$ cat src/rtl/matrix_cfg_loader.sv
// Serial loader for the 18-word switch-matrix configuration. It shifts in 108 data
// bits plus an even-parity bit, validates every word, then commits or rejects the load.
//
// state | meaning
// IDLE  | waiting for cfg_start; active configuration held
// SHIFT | accepting serial bits (108 data + 1 parity)
// CHECK | one-cycle validation; commit (cfg_done) or reject (cfg_err)
module matrix_cfg_loader (
  input  logic         clk,
  input  logic         rst_n,
  input  logic         cfg_start,
  input  logic         cfg_din,
  input  logic         cfg_din_valid,
  output logic         cfg_ready,
  output logic [107:0] cfg_words,
  output logic         cfg_done,
  output logic         cfg_err,
  output logic         cfg_busy
);

  typedef enum logic [1:0] {IDLE, SHIFT, CHECK} state_t;

  state_t         state_q, state_d;
  logic [6:0]     cnt_q, cnt_d;
  logic [107:0]   shadow_q, shadow_d;
  logic [107:0]   words_q, words_d;
  logic           par_q, par_d;
  logic           words_ok;
  logic           check_ok;
  logic [2:0]     side;
  logic [2:0]     idx;

  // Side 0 leaves the output Hi-Z, so its index field is don't-care.
  always_comb begin
    words_ok = 1'b1;
    side     = 3'd0;
    idx      = 3'd0;
    for (int k = 0; k < 18; k++) begin
      side = shadow_q[6*k +: 3];
      idx  = shadow_q[6*k+3 +: 3];
      case (side)
        3'd0: ;
        3'd1, 3'd3: if (idx > 3'd4) words_ok = 1'b0;
        3'd2, 3'd4: if (idx > 3'd3) words_ok = 1'b0;
        default: words_ok = 1'b0;
      endcase
    end
  end

  assign check_ok = words_ok && !par_q;

  always_comb begin
    state_d  = state_q;
    cnt_d    = cnt_q;
    shadow_d = shadow_q;
    words_d  = words_q;
    par_d    = par_q;
    cfg_done = 1'b0;
    cfg_err  = 1'b0;
    case (state_q)
      IDLE: begin
        if (cfg_start) begin
          state_d  = SHIFT;
          cnt_d    = 7'd0;
          shadow_d = '0;
          par_d    = 1'b0;
        end
      end
      SHIFT: begin
        if (cfg_start) begin
          cnt_d    = 7'd0;
          shadow_d = '0;
          par_d    = 1'b0;
        end else if (cfg_din_valid) begin
          par_d = par_q ^ cfg_din;
          // Count 108 is the parity bit: it only feeds the parity, never the shadow.
          if (cnt_q == 7'd108) begin
            state_d = CHECK;
          end else begin
            shadow_d = {shadow_q[106:0], cfg_din};
            cnt_d    = cnt_q + 7'd1;
          end
        end
      end
      CHECK: begin
        state_d = IDLE;
        if (check_ok) begin
          words_d  = shadow_q;
          cfg_done = 1'b1;
        end else begin
          cfg_err = 1'b1;
        end
      end
      default: state_d = IDLE;
    endcase
  end

  always_ff @(posedge clk or negedge rst_n) begin
    if (!rst_n) begin
      state_q  <= IDLE;
      cnt_q    <= 7'd0;
      shadow_q <= '0;
      words_q  <= '0;
      par_q    <= 1'b0;
    end else begin
      state_q  <= state_d;
      cnt_q    <= cnt_d;
      shadow_q <= shadow_d;
      words_q  <= words_d;
      par_q    <= par_d;
    end
  end

  assign cfg_ready = (state_q == SHIFT);
  assign cfg_busy  = (state_q != IDLE);
  assign cfg_words = words_q;

endmodule
$ cat config.mk
export PLATFORM = sky130hd
export DESIGN_NAME = matrix_cfg_loader
export DESIGN_NICKNAME = d
export VERILOG_FILES = /design/src/rtl/matrix_cfg_loader.sv
export SDC_FILE = /design/constraint.sdc
export NUM_CORES = 1
export LEC_CHECK = 0
export ABC_AREA = 1
export BUFFER_PORTS_ARGS = -buffer_cell sky130_fd_sc_hd__buf_2
export CORE_MARGIN = 1
export CORE_UTILIZATION = 54
export CTS_BUF_LIST = sky130_fd_sc_hd__clkbuf_8
export DETAILED_ROUTE_END_ITERATION = 10
export PLACE_DENSITY_LB_ADDON = 0.25
export SLEW_MARGIN = 20
export SYNTH_ARGS = -nofsm -noshare
export SYNTH_HDL_FRONTEND = slang
export SYNTH_SLANG_ARGS = --single-unit
$ cat constraint.sdc
create_clock -name clk -period 1.67 [get_ports clk]
set_clock_uncertainty 0.1 [all_clocks]
set_input_delay 0.167 -clock clk [delete_from_list [all_inputs] [get_ports clk]]
set_output_delay 0.167 -clock clk [all_outputs]
set_load 0.02 [all_outputs]
==> results of run 1 <==
## synthesized netlist by cell type, types with 2 or more instances
cell	number
o22ai_1	108
o21ai_0	9
nand2_1	310
buf_6	3
ha_1	2
nor3_1	3
nor2_1	22
inv_1	124
dfrtp_1	226
a21oi_1	4
clkbuf_1	21
nand4_1	109
xor2_1	2
buf_4	8
nand3_1	37
buf_2	38
## kinds of logic after synthesis
group | count (synthesis)
flip-flops | 226
adder cells (fa/ha/maj) | 2
AND/OR/NAND/NOR | 482
buffers and inverters | 196
AO/OA/AOI/OAI | 125
XOR/XNOR | 3
## what timing repair did
| action | CTS |
|---|---|
| gates resized for setup | 323 |
| buffers inserted | 50 |
| pin swaps | 18 |
| hold buffers | 6 |
| setup endpoints to repair | 225 |
| endpoints found under the hold margin | 231 |
| gates cloned | 43 |
## per-stage QoR
stage / util / setup TNS, ps / hold WS, ps / worst slack [ps] / std cells
after floorplan: - / -527 / -229 / -63.6 / 1034
after global placement: 0.696 / -45950 / -32.2 / -288 / 1502
after detailed placement: 0.696 / -61680 / -28.7 / -351 / 1502
after CTS: 0.917 / -85500 / 139 / -678 / 1661
## layer usage
metal | GRT overflow | GRT usage
met5 | 0 | 0.361
met4 | 337 | 1.13
met3 | 17 | 0.776
met2 | 1166 | 1.31
met1 | 6 | 0.907
==> results.txt, run 1 <==
Exit stage: global routing (5_1_grt)
Total Routing Usage GR: 1.01
status: aborted with a tool error
xor and xnor area share after synthesis: 0.00278
synth top area cells: dfrtp_1, nand2_1, nand4_1, o22ai_1, inv_1
Worst endpoint, post-GRT repair: cfg_done
Post-synth EDFFs: 0
tool error: [ERROR GRT-0232] Routing congestion too high. Check the congestion heatmap in the GUI.
simple-gate share of the synthesized area: 0.226
gr ovfl total: 1,526
dpl cell area: 11,700 sq um
maximum clock path buffer count: 3
syn nets: 1,041
cts bufs inserted: 37
syn avg cell area: 9.13 sq um
largest net degree at the start of global routing: 71
Unique masters post-synth: 24
die width: 134 microns
yosys warns: 0
Port Buffers: 116
Yosys top cell by area: dfrtp_1
Cells after Synth: 1,034
register area share after synthesis: 0.599
Final GP Congestion: 0.830
Most used DFF post-synth: dfrtp_1
mux cell area share after synthesis: 0
I/O pin cnt: 117
CTS sink cnt: 226
largest family of logic cells by synthesized area: simple AND/OR/NAND/NOR gates
compound-cell area share of the yosys netlist: 0.0813
H-tree depth: 2
Post-DP HPWL: 15.0 mm
ys async rst share: 1.00
Post-Syn Area: 9450 sq um
Die Ht: 134 microns
synthesized flop and latch total: 226
initial core utilization: 0.562
FP Rows: 47
CTS Root Cell: clkbuf_8
area share of fa/ha/maj cells after synthesis: 0.00265
Synth top area share: 0.599
worst ep type: primary output
==> run 2, diff against run 1 <==
- CORE_UTILIZATION: 54 -> 40
- CTS_BUF_LIST: sky130_fd_sc_hd__clkbuf_8 -> unset
- PLACE_DENSITY_LB_ADDON: 0.25 -> 0.15
- clock period: 1.67 -> 2.15 ns (I/O delays scaled with it)
==> run 2 against run 1 <==
The flow now finishes, with violations (setup timing). Synthesized cell count stayed put. Synthesized area unchanged.
==> results.txt, run 2 <==
yosys warns: 0 (unchanged)
Leak: 0.00628 uW
H-tree depth: 1 (was 2)
Port Buffers: 116 (unchanged)
synthesized flop and latch total: 226 (unchanged)
maximum VDD drop: 509 uV
Post-synth EDFFs: 0 (unchanged)
Syn-to-layout area delta: 25.9%
fillers: 2,185
Final Hold Vio Count: 0
CP top delay family: compound AO/OA/AOI/OAI gates
Worst-path clk slew: 50 ps
Worst setup EP type: output port
Unique masters post-synth: 24 (unchanged)
r2r setup slk: 110 ps
FMAX: 0.421 GHz
ys async rst share: 1.00 (unchanged)
dpl ws: 104 ps (was -351 ps)
syn avg cell area: 9.13 sq um (unchanged)
cells along the critical path: o21ai_1 -> nand2_1 -> nand2_1 -> a21oi_2 -> nand2_2 -> nor2_4 -> buf_4 -> buf_12 -> a21boi_4 -> buf_6
crit path buf inv count: 3
critical path arrival: 2060 ps
maximum clock path buffer count: 3 (unchanged)
register area share after synthesis: 0.599 (unchanged)
Post-Syn Area: 9450 sq um (unchanged)
Synth top area share: 0.599 (unchanged)
Clock Latency Late Sink: 520 ps
DRC: 0
Post-DP HPWL: 14.8 mm (was 15.0 mm)
cts bufs inserted: 26 (was 37)
launch point of the worst reg-to-reg path: shadow_q[97]
NumNets Final: 1,181
Routed Antenna Nets: 0
Setup-failing EPs final: 2
Final GP Congestion: 0.799 (was 0.830)
compound-cell area share of the yosys netlist: 0.0813 (unchanged)
worst min-delay path class: input port to async pin
Power per Cell Area: 775 nW/um^2
Most used DFF post-synth: dfrtp_1 (unchanged)
wire length per cell: 15.9 microns
area share of fa/ha/maj cells after synthesis: 0.00265 (unchanged)
vias in the first global route: 7,277
I/O pin cnt: 117 (unchanged)
Final Max Slew Viols: 0
mux cell area share after synthesis: 0 (unchanged)
CTS tree: done
final wirelength: 23.9 mm
FP Rows: 55 (was 47)
CTS sink cnt: 226 (unchanged)
xor and xnor area share after synthesis: 0.00278 (unchanged)
CP Launch Point: shadow_q[97]
commonest non-fill, non-tap cells in the layout: nand2_1, dfrtp_1, buf_2, nand4_1, o22ai_1
RSZ-0062 raised after global routing: yes
Post-synth top cells: nand2_1, dfrtp_1, inv_1 (unchanged)
Worst Setup Start Kind: flop
min Tclk post-route: 2370 ps
failing checks: setup timing
Reg2Reg Depth: 11
Fin Hold WS: 133 ps
crit-path max FO: 5
CTS Root Cell: clkbuf_16 (was clkbuf_8)
CP required: 1840 ps
Final Cell Area: 11,900 sq um
synth top area cells: dfrtp_1, nand2_1, nand4_1, o22ai_1, inv_1 (unchanged)
dpl cell area: 10,500 sq um (was 11,700 sq um)
share of cells above drive strength 1: 0.225
Max transition margin: 0.637
die footprint: 24,200 sq um
Cells after Synth: 1,034 (unchanged)
status: complete, but fails checks (was aborted with a tool error)
commonest non-fill, non-tap cell in the layout: nand2_1
via count: 7,729
largest net degree at the start of global routing: 63
first-pass GRT wire length: 38.0 mm
RR Endpoint: cfg_words[102]
Final Core Density: 0.519
largest family of logic cells by synthesized area: simple AND/OR/NAND/NOR gates (unchanged)
Total Routing Usage GR: 0.194
Most Frequent Cell on Critical Path: nand2_1
simple-gate share of the synthesized area: 0.226 (unchanged)
die width: 156 microns (was 134 microns)
initial antenna violation count: 0
Slowest Stage Delay on Critical Path: 420 ps
Worst-Margin Slew: 543 ps
DRT Pass-1 Iters: 7
syn nets: 1,041 (unchanged)
Die Ht: 156 microns (was 134 microns)
critical path type: flop to output port
Placeable Area: 22,900 sq um
slowest CP cell: dfrtp_1
Sum Neg Setup Slack: -390 ps
count leader, synth: nand2_1 (unchanged)
Setup WS post-layout: -223 ps
gr ovfl total: 0
antenna cells: 0
vias per inst: 5.14
Max Cap Viol: 0
Starting DRT DRC Count: 542
Final Cycle Share: 1.10
Yosys top cell by area: dfrtp_1 (unchanged)
initial core utilization: 0.412 (was 0.562)
## run 2: worst max-delay path by stage
stage               to  slack, ps  depth (start not counted)
5_1_grt        cfg_err       -320                         10
2_1_floorplan  cfg_err        240                          9
3_5_place_dp   cfg_err        100                         12
6_report       cfg_err       -220                         10
3_3_place_gp   cfg_err        100                         12
4_1_cts        cfg_err       -160                         12
## run 2: per-stage QoR
| stage | cells | total power [uW] |
|---|---|---|
| floorplan | 1034 | 4700 |
| CTS | 1491 | 9300 |
| detailed placement | 1427 | 4950 |
| global route | 1505 | 9570 |
| global placement | 1427 | 4950 |
| finish | 1505 | 9210 |
## run 2: metal layers
layer / global-route usage / share of wire / up-vias
met3: 0.0256 / 0.035 / 33
met4: 0.0462 / 0.015 / 0
met5: 0 / 0 / -
li1: - / - / 3752
met1: 0.288 / 0.49 / 3768
met2: 0.300 / 0.46 / 176
## run 2: logic make-up (layout without fill, tap and decap cells)
logic type / count (synthesis) / count (layout)
AO/OA/AOI/OAI: 125 / 125
XOR/XNOR: 3 / 3
adder cells (fa/ha/maj): 2 / 2
buffers and inverters: 196 / 354
flip-flops: 226 / 226
AND/OR/NAND/NOR: 482 / 482
## run 2: where the power goes
part           internal, uW  total, uW  switching, uW
sequential             4280       4310           24.9
combinational           193        613            421
clock                  2610       4290           1680
## run 2: cell type report
class                   instances  area [sq um]  share of cell area
repair buffers                183          1460               0.123
clock buffers                  40           785              0.0660
clock inverters                 6          55.1             0.00463
flip-flops and latches        226          5660               0.476
well taps                     313           392              0.0329
multi-input cells             612          3080               0.259
inverters                     125           472              0.0397
## run 2: what timing repair did
action / in CTS / in global routing
endpoints found under the setup margin: 2 / 117
setup buffers: 13 / 10
hold endpoints to repair: 208 / 0
pin swaps: 10 / 7
gates cloned: 1 / 4
hold buffers: 4 / 0
resized for setup: 39 / 35
(Power assumes the default switching activity.)
